### config.mk
export PLATFORM = sky130hd
export DESIGN_NAME = layer_priority_mux
export DESIGN_NICKNAME = d
export VERILOG_FILES = /design/src/rtl/objmux_pkg.sv /design/src/rtl/layer_priority_pick.sv /design/src/rtl/layer_priority_mux.sv
export SDC_FILE = /design/constraint.sdc
export NUM_CORES = 1
export LEC_CHECK = 0
export CAP_MARGIN = 20
export CORE_AREA = 2 2 75 77
export CTS_CLUSTER_SIZE = 30
export DETAILED_ROUTE_END_ITERATION = 8
export DIE_AREA = 0 0 77 79
export DONT_BUFFER_PORTS = 1
export PLACE_DENSITY_LB_ADDON = 0.25
export SYNTH_ARGS = -nofsm -noshare
export SYNTH_HDL_FRONTEND = slang
export SYNTH_SLANG_ARGS = --single-unit
### constraint.sdc
create_clock -name clk -period 2.6 [get_ports clk]
set_input_delay 0.13 -clock clk [delete_from_list [all_inputs] [get_ports clk]]
set_output_delay 0.13 -clock clk [all_outputs]
set_load 0.03 [all_outputs]
### src/rtl/objmux_pkg.sv
// +----------------------------------------------------------------------------+
// | objmux_pkg                                                                 |
// | Shared mode encoding and constants for the layer priority multiplexer.     |
// | Rev 1.0 - initial release                                                  |
// +----------------------------------------------------------------------------+
`default_nettype none

package objmux_pkg;

    typedef enum logic [1:0] {
        INTRO     = 2'd0,
        RUNNING   = 2'd1,
        GAME_OVER = 2'd2
    } mode_t;

    localparam logic [7:0]  c_transparent_default = 8'hFF;
    localparam int unsigned c_flash_half_period   = 16;

endpackage

`default_nettype wire

### src/rtl/layer_priority_pick.sv
// +----------------------------------------------------------------------------+
// | layer_priority_pick                                                        |
// | Picks the lowest-index layer that is requested, enabled and not keyed out. |
// | Rev 1.0 - initial release                                                  |
// +----------------------------------------------------------------------------+
`default_nettype none

module layer_priority_pick #(
    parameter int COUNT = 8,
    parameter int WIDTH = 8
) (
    input  logic [COUNT-1:0]       i_req,
    input  logic [COUNT-1:0]       i_en,
    input  logic [COUNT*WIDTH-1:0] i_pixel,
    input  logic [WIDTH-1:0]       i_key,
    output logic                   o_hit,
    output logic [WIDTH-1:0]       o_pixel
);

    logic [COUNT-1:0] w_draw;
    logic             w_hit;
    logic [WIDTH-1:0] w_pixel;

    generate
        for (genvar g = 0; g < COUNT; g++) begin : g_draw
            assign w_draw[g] = i_req[g] & i_en[g] &
                               (i_pixel[g*WIDTH +: WIDTH] != i_key);
        end
    endgenerate

    // Scan from the weakest layer upward so layer 0 has the final word.
    always_comb begin
        w_hit   = 1'b0;
        w_pixel = '0;
        for (int i = COUNT - 1; i >= 0; i--) begin
            if (w_draw[i]) begin
                w_hit   = 1'b1;
                w_pixel = i_pixel[i*WIDTH +: WIDTH];
            end
        end
    end

    assign o_hit   = w_hit;
    assign o_pixel = w_pixel;

endmodule

`default_nettype wire

### src/rtl/layer_priority_mux.sv
// +----------------------------------------------------------------------------+
// | layer_priority_mux                                                         |
// | Mode FSM (INTRO/RUNNING/GAME_OVER) plus registered layer compositor.       |
// | Optional: LAYER_PRIORITY_MUX_FLASH_EN makes the game-over overlay blink.   |
// | Rev 1.0 - initial release                                                  |
// +----------------------------------------------------------------------------+
`default_nettype none

module layer_priority_mux
    import objmux_pkg::*;
#(
    parameter int                 NUM_LAYERS  = 8,
    parameter int                 PIXEL_W     = 8,
    parameter int                 NUM_INTRO   = 3,
    parameter logic [PIXEL_W-1:0] TRANSPARENT = 8'hFF,
    parameter int                 HOLD_FRAMES = 60
) (
    input  logic                          clk,
    input  logic                          resetN,
    input  logic                          startOfFrame,
    input  logic [NUM_LAYERS-1:0]         layerDrawingRequest,
    input  logic [NUM_LAYERS*PIXEL_W-1:0] layerRGB,
    input  logic [NUM_LAYERS-1:0]         layerEnable,
    input  logic [PIXEL_W-1:0]            background_RGB,
    input  logic [NUM_INTRO-1:0]          introDrawingRequest,
    input  logic [NUM_INTRO*PIXEL_W-1:0]  introRGB,
    input  logic                          gameOverDrawingRequest,
    input  logic [PIXEL_W-1:0]            gameOverRGB,
    input  logic                          enterKey,
    input  logic                          gameOverEvent,
    output logic [PIXEL_W-1:0]            RGBOut,
    output logic                          game_running,
    output logic [1:0]                    mode
);

    localparam int                c_CNT_W = $clog2(HOLD_FRAMES + 1);
    localparam logic [c_CNT_W-1:0] c_hold = c_CNT_W'(HOLD_FRAMES);

    mode_t               r_state;
    mode_t               r_pend_target;
    logic                r_pend_valid;
    logic                r_enter_prev;
    logic                r_game_running;
    logic [c_CNT_W-1:0]  r_frame_cnt;
    logic [PIXEL_W-1:0]  r_rgb;

    logic                w_enter_edge;
    logic                w_req;
    mode_t               w_req_target;
    logic                w_apply_go;
    logic                w_game_hit;
    logic [PIXEL_W-1:0]  w_game_pick;
    logic                w_intro_hit;
    logic [PIXEL_W-1:0]  w_intro_pick;
    logic                w_over_draw;
    logic                w_overlay_shown;
    logic [PIXEL_W-1:0]  w_game_pixel;
    logic [PIXEL_W-1:0]  w_next_rgb;

    layer_priority_pick #(
        .COUNT (NUM_LAYERS),
        .WIDTH (PIXEL_W)
    ) u_game_pick (
        .i_req   (layerDrawingRequest),
        .i_en    (layerEnable),
        .i_pixel (layerRGB),
        .i_key   (TRANSPARENT),
        .o_hit   (w_game_hit),
        .o_pixel (w_game_pick)
    );

    layer_priority_pick #(
        .COUNT (NUM_INTRO),
        .WIDTH (PIXEL_W)
    ) u_intro_pick (
        .i_req   (introDrawingRequest),
        .i_en    ({NUM_INTRO{1'b1}}),
        .i_pixel (introRGB),
        .i_key   (TRANSPARENT),
        .o_hit   (w_intro_hit),
        .o_pixel (w_intro_pick)
    );

    assign w_enter_edge = enterKey & ~r_enter_prev;
    assign w_apply_go   = startOfFrame & r_pend_valid & (r_pend_target == GAME_OVER);
    assign w_over_draw  = gameOverDrawingRequest & (gameOverRGB != TRANSPARENT);

    // gameOverEvent is tested first so it wins over a coincident enter edge.
    always_comb begin
        w_req        = 1'b0;
        w_req_target = r_state;
        if (r_state == RUNNING && gameOverEvent) begin
            w_req        = 1'b1;
            w_req_target = GAME_OVER;
        end else if (r_state == INTRO && w_enter_edge) begin
            w_req        = 1'b1;
            w_req_target = RUNNING;
        end else if (r_state == GAME_OVER && w_enter_edge && r_frame_cnt >= c_hold) begin
            w_req        = 1'b1;
            w_req_target = INTRO;
        end
    end

`ifdef LAYER_PRIORITY_MUX_FLASH_EN
    localparam int c_PHASE_W = $clog2(2 * c_flash_half_period);

    logic [c_PHASE_W-1:0] r_phase;

    always_ff @(posedge clk or negedge resetN) begin
        if (!resetN) begin
            r_phase <= '0;
        end else if (w_apply_go) begin
            r_phase <= '0;
        end else if (startOfFrame && r_state == GAME_OVER) begin
            r_phase <= r_phase + 1'b1;
        end
    end

    assign w_overlay_shown = (r_phase < c_PHASE_W'(c_flash_half_period));
`else
    assign w_overlay_shown = 1'b1;
`endif

    always_comb begin
        w_game_pixel = w_game_hit ? w_game_pick : background_RGB;
        case (r_state)
            INTRO:     w_next_rgb = w_intro_hit ? w_intro_pick : '0;
            RUNNING:   w_next_rgb = w_game_pixel;
            GAME_OVER: w_next_rgb = (w_over_draw && w_overlay_shown) ? gameOverRGB : w_game_pixel;
            default:   w_next_rgb = '0;
        endcase
    end

    // Mode changes are deferred to startOfFrame so a frame never mixes modes.
    always_ff @(posedge clk or negedge resetN) begin
        if (!resetN) begin
            r_state        <= INTRO;
            r_pend_target  <= INTRO;
            r_pend_valid   <= 1'b0;
            r_enter_prev   <= 1'b0;
            r_game_running <= 1'b0;
            r_frame_cnt    <= '0;
            r_rgb          <= '0;
        end else begin
            r_enter_prev <= enterKey;
            r_rgb        <= w_next_rgb;

            if (startOfFrame && r_pend_valid) begin
                r_state        <= r_pend_target;
                r_game_running <= (r_pend_target == RUNNING);
            end

            if (w_req) begin
                r_pend_valid  <= 1'b1;
                r_pend_target <= w_req_target;
            end else if (startOfFrame) begin
                r_pend_valid  <= 1'b0;
            end

            if (w_apply_go) begin
                r_frame_cnt <= '0;
            end else if (startOfFrame && r_state == GAME_OVER && r_frame_cnt != c_hold) begin
                r_frame_cnt <= r_frame_cnt + 1'b1;
            end
        end
    end

    assign RGBOut       = r_rgb;
    assign game_running = r_game_running;
    assign mode         = r_state;

endmodule

`default_nettype wire
==> impl_metrics.env, run 1 <==
export IMPL_slew_violations=0
export IMPL_vias=2508
export IMPL_design_area_um2=2520
export IMPL_dieHeight_um=79
export IMPL_place_ws_ns=0.557
export IMPL_clkTransAtPathRegs_ns=0.08
export IMPL_grt_overflow=0
export IMPL_numCtsBuffers=3
export IMPL_port_buffers=0
export IMPL_placed_area_um2=2420
export IMPL_synth_warnings=0
export IMPL_clock_sinks=21
export IMPL_root_buffer="clkbuf_8"
export IMPL_cp_start_kind="flip-flop"
export IMPL_max_cap_violations=0
export IMPL_antenna_cells=0
export IMPL_hold_path_depth=2
export IMPL_wl_per_cell_um=21.6
export IMPL_path_max_fanout=11
export IMPL_ys_seq_elements=21
export IMPL_synth_top_cell_by_area="dfrtp_1"
export IMPL_grt_use_total=0.245
export IMPL_drive_gt1_frac=0.0949
export IMPL_setup_viol=0
export IMPL_fmax_mhz=528
export IMPL_ys_seq_area_frac=0.226
export IMPL_skew_ns=0.00413
export IMPL_synth_cell_area_um2=2320
export IMPL_synth_top_flop_cell="dfrtp_1"
export IMPL_area_growth_pct=8.63
export IMPL_post_route_period_util=0.728
export IMPL_drc=0
export IMPL_holdCritPathClass="in -> reg"
export IMPL_place_gp_congestion=0.870
export IMPL_grt_max_degree=22
export IMPL_async_flop_share=1.00
export IMPL_path_cells="nor2b_1, o211a_1, a22o_1, a2111oi_1, a211oi_2"
export IMPL_dieArea_um2=6080
export IMPL_fin_nets=427
export IMPL_place_hpwl_um=6410
export IMPL_synth_top_area_share=0.226
export IMPL_slowest_delay_ns=0.52
export IMPL_drt_total_wl_um=7910
export IMPL_required_ns=2.74
export IMPL_rsz0062_at_grt="no"
export IMPL_p_leak_nw=1.00
export IMPL_critPathKind="reg -> reg"
export IMPL_die_w_um=77
export IMPL_synthTopCellsByCount="25 x nor2_1, 23 x o21ai_0, 22 x nand4_1, 21 x dfrtp_1, 16 x nand2_1"
export IMPL_startpoint="mode[1]$_DFFE_PN0P_"
export IMPL_worstSkewPairLatency_ns=0.26
export IMPL_drtPass1Iterations=4
export IMPL_worst_slack_ns=0.707
export IMPL_rrSetupSlack_ns=0.71
export IMPL_grt_pass1_vias=2448
export IMPL_synthDistinctLibCells=65
export IMPL_power_per_cell_area_nw_per_um2=666
export IMPL_yosysMostFrequentCell="nor2_1"
export IMPL_viasPerCell=6.83
export IMPL_hold_viol=0
export IMPL_synth_enable_flop_cells=0
export IMPL_setup_tns_final_ns=0
export IMPL_yosys_top_cells_area="dfrtp_1 23%, nand4_1 5.9%, o21ai_0 5.0%, o211a_1 4.3%, nor2_1 4.0%"
export IMPL_peakVddDrop_mv=0.374
export IMPL_r2r_end="RGBOut[2]$_DFF_PN0_"
export IMPL_cts_tree="yes"
export IMPL_rows=27
export IMPL_synth_avg_cell_area_um2=8.06
export IMPL_crit_end="RGBOut[2]$_DFF_PN0_"
export IMPL_antenna_found_initial=0
export IMPL_arrival_ns=2.03
export IMPL_hold_ws_ns=0.0101
export IMPL_htreeDepth=1
export IMPL_r2r_start="mode[1]$_DFFE_PN0P_"
export IMPL_drtAntennaViolNets=0
export IMPL_max_clock_path_buffers=2
export IMPL_worstMarginPinSlew_ns=0.771
export IMPL_rr_worst_depth=5
export IMPL_synthCells=288
export IMPL_drt_iter0_drc=127
export IMPL_grt_pass1_wl_um=11800
export IMPL_core_area_um2=5340
export IMPL_worstSetupEndpointType="flip-flop"
export IMPL_ios=140
export IMPL_initial_core_util=0.435
export IMPL_fin_crit_ns=1.89
export IMPL_slew_limit_headroom=0.485
export IMPL_status="complete, no violations"
export IMPL_critPathSlowestCell="dfrtp_1"
export IMPL_syn_nets=419
==> kinds of logic after synthesis <==
| family | Yosys count | share of synthesized area |
|---|---|---|
| and+or+nand+nor | 113 | 0.270 |
| DFF | 21 | 0.226 |
| adders and majority gates | 2 | 0.0108 |
| muxes | 9 | 0.0399 |
| buffers and inverters | 20 | 0.0350 |
| AOI/OAI and AO/OA | 118 | 0.399 |
| xor gates and xnor gates | 5 | 0.0189 |
==> worst min-delay path by stage <==
stage,from,endpoint,slack (ns)
3_5_place_dp,resetN,game_running$_DFFE_PN0P_,-0.17
2_1_floorplan,resetN,RGBOut[0]$_DFF_PN0_,-0.17
5_1_grt,enterKey,r_pend_target[0]$_DFFE_PN0P_,0.02
4_1_cts,enterKey,r_pend_target[0]$_DFFE_PN0P_,0.001
6_report,enterKey,r_pend_target[0]$_DFFE_PN0P_,0.01
3_3_place_gp,resetN,game_running$_DFFE_PN0P_,-0.17
==> cell usage in the layout (no fill, tap or decap), drive strengths merged, types with 3 or more instances in the layout <==
cell type    instances
buf                  7
a22o                 3
o211a               10
inv                 12
o311ai               6
xor2                 3
a21oi               13
mux2i                7
nand2b               7
a221oi               5
nor2                25
nand3                9
or3                  3
o221ai               7
nand2               16
and3                 4
o211ai              10
nor2b                9
nand4               22
nor3b                5
a21o                 6
clkbuf               3
dfrtp               21
a32oi                4
and2                 4
o21ai               25
dlygate4sd3          4
==> state kept, by name, summed over array words and instances (netlist names) <==
name	cells
r_pend_valid	1
game_running	1
RGBOut	8
r_frame_cnt	6
mode	2
r_pend_target	2
r_enter_prev	1
==> per-layer routing <==
metal  GRT usage  wire length (µm)  up-vias
li1            -                 -     1181
met1       0.306              3320     1193
met2       0.414              3840      122
met3      0.0773               671       12
met4      0.0589                80        0
met5           0                 0        -
==> metrics by stage <==
stage / util / power [mW] / instances
2_1_floorplan: - / 1.25 / 288
3_3_place_gp: 0.453 / 1.42 / 358
3_5_place_dp: 0.453 / 1.44 / 358
4_1_cts: 0.468 / 1.67 / 365
5_1_grt: 0.472 / 1.80 / 367
6_report: 0.472 / 1.68 / 367
==> power breakdown <==
part           leakage, nW  switching (mW)  internal, mW
clock network       0.0255           0.112         0.107
logic                0.714           0.401         0.324
registers            0.264           0.276         0.458
total                 1.00           0.789         0.890
==> worst max-delay path, delay by kind of cell, from the launching register on <==
kind / cells / cell delay, ns
AND/OR/NAND/NOR: 1 / 0.23
flip-flops: 1 / 0.52
AO/OA/AOI/OAI: 4 / 1.02
==> cell type report <==
cell class | instances | area, µm²
Fill cell | 569 | 2820
Multi-Input combinational cell | 247 | 1710
Sequential cell | 21 | 526
Timing Repair Buffer | 11 | 100
Tap cell | 72 | 90.1
Inverter | 12 | 45.0
Clock buffer | 3 | 41.3
Clock inverter | 1 | 5.00
==> timing repair <==
action                    in CTS  in global routing
hold endpoints to repair      23                  1
buffers inserted               0                  0
hold buffers                   3                  1
resized for setup              0                  0
No activity file was read; power rests on OpenSTA's default activity.
==> run 2, diff against run 1 <==
Clock period 2.6 ns to 1.6 ns, I/O delays scaled along.
==> impl_metrics.env, run 2 (synthesis results as in run 1) <==
export IMPL_numCtsBuffers=3
export IMPL_grt_overflow=0
export IMPL_slew_violations=0
export IMPL_final_cell_mix="41 x buf_4, 25 x nor2_1, 22 x nand4_1"
export IMPL_p_clk_frac=0.114
export IMPL_core_area_um2=5340
export IMPL_grt_use_total=0.266
export IMPL_worstSkewPairLatency_ns=0.26
export IMPL_drt_iter0_drc=126
export IMPL_final_common_cell="buf_4"
export IMPL_drc=0
export IMPL_htreeDepth=1
export IMPL_holdCritPathClass="in -> reg"
export IMPL_arrival_ns=1.73
export IMPL_swShare=0.447
export IMPL_drtPass1Iterations=5
export IMPL_critPathSlowestCell="dfrtp_2"
export IMPL_skew_ns=0.00417
export IMPL_rows=27
export IMPL_path_cells="nor2b_4, o211a_4, a22o_1, buf_4, a2111oi_2, a211oi_2"
export IMPL_antenna_found_initial=0
export IMPL_power_switching_mw=1.39
export IMPL_grt_pass1_wl_um=13100
export IMPL_dieHeight_um=79
export IMPL_status="complete, no violations"
export IMPL_setup_tns_final_ns=0
export IMPL_drtAntennaViolNets=0
export IMPL_fin_nets=469
export IMPL_clock_sinks=21
export IMPL_cp_start_kind="flip-flop"
export IMPL_grt_max_degree=22
export IMPL_initial_core_util=0.435
export IMPL_die_w_um=77
export IMPL_dieArea_um2=6080
export IMPL_cts_tree="yes"
export IMPL_wl_per_cell_um=20.4
export IMPL_grt_pass1_vias=2711
export IMPL_area_growth_pct=26.0
export IMPL_crit_buf_inv=1
export IMPL_vias=2708
export IMPL_peakVddDrop_mv=0.793
export IMPL_p_seq_frac=0.371
export IMPL_setup_viol=0
export IMPL_cpLargestDelayFamily="compound AO/OA/AOI/OAI gates"
export IMPL_fmax_mhz=629
export IMPL_slowest_delay_ns=0.40
export IMPL_power_frac_comb=0.515
export IMPL_place_hpwl_um=7060
export IMPL_ios=140
export IMPL_port_buffers=0
export IMPL_hold_viol=0
export IMPL_max_cap_violations=0
export IMPL_required_ns=1.74
export IMPL_worstMarginPinSlew_ns=0.920
export IMPL_path_max_fanout=3
export IMPL_p_total_mw=3.12
export IMPL_power_per_cell_area_nw_per_um2=1070
export IMPL_clkTransAtPathRegs_ns=0.08
export IMPL_antenna_cells=0
export IMPL_post_route_period_util=0.994
export IMPL_viasPerCell=6.62
export IMPL_root_buffer="clkbuf_8"
export IMPL_internal_power_mw=1.73
export IMPL_worstSetupEndpointType="flip-flop"
export IMPL_slew_limit_headroom=0.385
export IMPL_place_gp_congestion=0.930
export IMPL_fin_crit_ns=1.59
export IMPL_drt_total_wl_um=8360
export IMPL_critPathKind="reg -> reg"
export IMPL_rsz0062_at_grt="yes"
export IMPL_largest_reg_flops=8
export IMPL_max_clock_path_buffers=2
export IMPL_drive_gt1_frac=0.226
export IMPL_p_leak_nw=1.20
==> run 2: cell types whose count changed in the layout (fill, tap and decap cells not counted), sizes merged <==
cell,delta
buf,+37
clkinvlp,+1
clkinv,-1
dlygate4sd3,+5
==> run 2: through the flow <==
step / std cells / worst slack [ns] / area, µm² / utilization / hold slack [ns]
after floorplan: 288 / -0.0767 / 2380 / - / -0.216
after global placement: 392 / -0.317 / 2720 / 0.510 / -0.215
after detailed placement: 392 / -0.360 / 2720 / 0.510 / -0.215
after CTS: 405 / 0.00150 / 2860 / 0.536 / 0.000673
after global routing: 409 / -0.0231 / 2930 / 0.548 / 0.0111
final: 409 / 0.00938 / 2930 / 0.548 / 0.00936
==> run 2: power by group through the flow <==
stage	combinational, mW	clock (mW)	sequential, mW
after floorplan	0.999	0	1.14
after global placement	1.40	0	1.17
after detailed placement	1.43	0	1.17
after CTS	1.47	0.364	1.16
after global routing	1.76	0.392	1.18
final	1.61	0.357	1.16
==> run 2: path summary, 6_finish.rpt <==
path | startpoint | to | slack [ns] | cells after the start
max | mode[1]$_DFFE_PN0P_ | RGBOut[2]$_DFF_PN0_ | 0.009 | 6
min | background_RGB[3] | RGBOut[3]$_DFF_PN0_ | 0.009 | 2
max reg2reg | mode[1]$_DFFE_PN0P_ | RGBOut[2]$_DFF_PN0_ | 0.009 | 6
min reg2reg | r_enter_prev$_DFF_PN0_ | r_pend_target[0]$_DFFE_PN0P_ | 0.48 | 1
max in group asynchronous | resetN | mode[0]$_DFFE_PN0P_ | 0.58 | 1
min in group asynchronous | resetN | r_frame_cnt[2]$_DFFE_PN0P_ | 0.40 | 1
==> run 2: per-layer routing <==
metal / track usage / wire length, µm / vias to the layer above
li1: - / - / 1262
met1: 0.314 / 3280 / 1289
met2: 0.469 / 4140 / 137
met3: 0.0784 / 722 / 20
met4: 0.0804 / 226 / 0
met5: 0 / 0 / -
==> run 2: timing repair <==
item / 4_1_cts / 5_1_grt
endpoints found under the hold margin: 29 / 0
pin swaps: 0 / 3
setup endpoints to repair: 1 / 6
setup buffers: 0 / 4
hold buffers: 9 / 0
resized for setup: 1 / 13
==> run 2: area by class of cell <==
cell class	count	area, µm²
Tap cell	72	90.1
Clock inverter	1	7.51
Inverter	12	45.0
Sequential cell	21	528
Timing Repair Buffer	53	440
Fill cell	538	2410
Multi-Input combinational cell	247	1770
Clock buffer	3	41.3
==> run 3, diff against run 2 <==
Settings changed: CORE_AREA 2 2 75 77 to 2 2 64 90, DIE_AREA 0 0 77 79 to 0 0 66 92.
==> impl_metrics.env, run 3 (synthesis results as in run 1) <==
export IMPL_multi_input_area_um2=1760
export IMPL_clock_sinks=21
export IMPL_drtAntennaViolNets=0
export IMPL_numCtsBuffers=3
export IMPL_grt_pass1_vias=2756
export IMPL_power_per_cell_area_nw_per_um2=1040
export IMPL_met3_usage=0.0613
export IMPL_largest_reg_flops=8
export IMPL_place_gp_congestion=0.914
export IMPL_fillerInstances=543
export IMPL_fin_nets=470
export IMPL_drtPass1Iterations=4
export IMPL_drt_total_wl_um=8330
export IMPL_dieArea_um2=6070
export IMPL_grt_pass1_wl_um=12800
export IMPL_r2r_start="mode[1]$_DFFE_PN0P_"
export IMPL_top_usage_layer="met2"
export IMPL_clkTransAtPathRegs_ns=0.08
export IMPL_grt_use_total=0.273
export IMPL_grt_max_degree=22
export IMPL_p_leak_nw=1.21
export IMPL_rows=32
export IMPL_max_clock_path_buffers=2
export IMPL_grt_overflow=0
export IMPL_rr_worst_depth=5
export IMPL_r2r_end="RGBOut[2]$_DFF_PN0_"
export IMPL_worstSkewPairLatency_ns=0.26
export IMPL_rsz0062_at_grt="yes"
export IMPL_max_cap_violations=0
export IMPL_slowest_delay_ns=0.43
export IMPL_setup_viol=0
export IMPL_htreeDepth=1
export IMPL_final_common_cell="buf_4"
export IMPL_post_route_period_util=0.984
export IMPL_slew_limit_headroom=0.696
export IMPL_gr_usage_met2=0.516
export IMPL_design_area_um2=2920
export IMPL_place_hpwl_um=7010
export IMPL_root_buffer="clkbuf_8"
export IMPL_area_growth_pct=25.7
export IMPL_initial_core_util=0.433
export IMPL_rrSetupSlack_ns=0.03
export IMPL_drc=0
export IMPL_fmax_mhz=635
export IMPL_internal_power_mw=1.69
export IMPL_postLayoutCoreUtil=0.544
export IMPL_placed_area_um2=2720
export IMPL_ios=140
export IMPL_core_area_um2=5370
export IMPL_swShare=0.445
export IMPL_dieHeight_um=92
export IMPL_hold_viol=0
export IMPL_wl_per_cell_um=20.5
export IMPL_viasPerCell=6.36
export IMPL_fin_crit_ns=1.57
export IMPL_critPathKind="reg -> reg"
export IMPL_port_buffers=0
export IMPL_final_cell_mix="41 x buf_4, 25 x nor2_1, 23 x o21ai_0"
export IMPL_path_cells="buf_12, a311oi_4, a22o_1, o21ba_2, a211oi_2"
export IMPL_p_seq_frac=0.380
export IMPL_regArea_um2=528
export IMPL_path_max_fanout=10
export IMPL_required_ns=1.77
export IMPL_drt_iter0_drc=76
export IMPL_worstSetupEndpointType="flip-flop"
export IMPL_slew_violations=0
export IMPL_vias=2584
export IMPL_die_w_um=66
export IMPL_drive_gt1_frac=0.201
export IMPL_use_met1=0.283
export IMPL_status="complete, no violations"
export IMPL_arrival_ns=1.75
export IMPL_antenna_cells=0
export IMPL_power_frac_comb=0.505
export IMPL_holdCritPathClass="in -> reg"
export IMPL_cp_start_kind="flip-flop"
export IMPL_worstMarginPinSlew_ns=0.456
export IMPL_holdPathEnd="r_pend_valid$_DFFE_PN0P_"
export IMPL_p_clk_frac=0.115
export IMPL_critPathSlowestCell="dfrtp_2"
export IMPL_power_switching_mw=1.35
export IMPL_antenna_found_initial=0
export IMPL_cts_tree="yes"
export IMPL_skew_ns=0.00213
export IMPL_peakVddDrop_mv=0.385
export IMPL_worstHoldStart="gameOverEvent"
export IMPL_hold_path_depth=2
run 3: changes by cell type in the layout (fill, tap and decap cells not counted), sizes merged:
cell and delta:
dlygate4sd3 +2, buf -1, clkbuf +1, clkinvlp -1
run 3: power by group through the flow:
stage / combinational (mW) / sequential, mW / clock (mW)
5_1_grt: 1.68 / 1.18 / 0.383
3_5_place_dp: 1.43 / 1.18 / 0
6_report: 1.53 / 1.15 / 0.348
2_1_floorplan: 0.999 / 1.14 / 0
4_1_cts: 1.47 / 1.16 / 0.358
3_3_place_gp: 1.39 / 1.17 / 0
run 3: routing by layer:
metal | up-vias | share of wire | wire length (µm)
met1 | 1196 | 0.35 | 2930
met2 | 108 | 0.55 | 4550
met5 | - | 0 | 0
li1 | 1266 | - | -
met4 | 0 | 0.029 | 238
met3 | 14 | 0.074 | 614
run 3: worst max-delay path: cells and delay by family (launching register included):
kind,cells,cell delay (ns)
compound gates,4,0.90
buf+inv,1,0.16
flops,1,0.43
run 3: cell type report:
type | count | share of cell area
clock buffers | 4 | 0.0154
flip-flops and latches | 21 | 0.181
inverters | 12 | 0.0154
well taps | 68 | 0.0292
repair buffers | 54 | 0.155
multi-input cells | 247 | 0.604
run 3: how the worst max path moves through the flow:
stage / from / end / depth (start not counted)
final: mode[1]$_DFFE_PN0P_ / RGBOut[2]$_DFF_PN0_ / 5
after global routing: mode[1]$_DFFE_PN0P_ / RGBOut[5]$_DFF_PN0_ / 5
after CTS: mode[0]$_DFFE_PN0P_ / RGBOut[5]$_DFF_PN0_ / 4
after detailed placement: layerRGB[54] / RGBOut[4]$_DFF_PN0_ / 7
after global placement: layerRGB[53] / RGBOut[0]$_DFF_PN0_ / 7
after floorplan: mode[1]$_DFFE_PN0P_ / RGBOut[2]$_DFF_PN0_ / 6
run 3: stage by stage:
stage / worst slack, ns / hold WS, ns / power (mW) / TNS (ns) / cells
floorplan: -0.0767 / -0.216 / 2.14 / -0.116 / 288
CTS: 0.0578 / 0.000160 / 2.99 / 0 / 402
detailed placement: -0.186 / -0.215 / 2.61 / -1.07 / 388
global route: -0.0270 / 0.0104 / 3.24 / -0.140 / 406
finish: 0.0257 / 0.00924 / 3.03 / 0 / 406
global placement: -0.124 / -0.215 / 2.56 / -0.701 / 388
run 3: what timing repair did:
item | CTS | global route
setup endpoints to repair | 0 | 7
hold endpoints to repair | 30 | 1
buffers inserted | 0 | 2
hold buffers | 10 | 1
resized for setup | 0 | 1
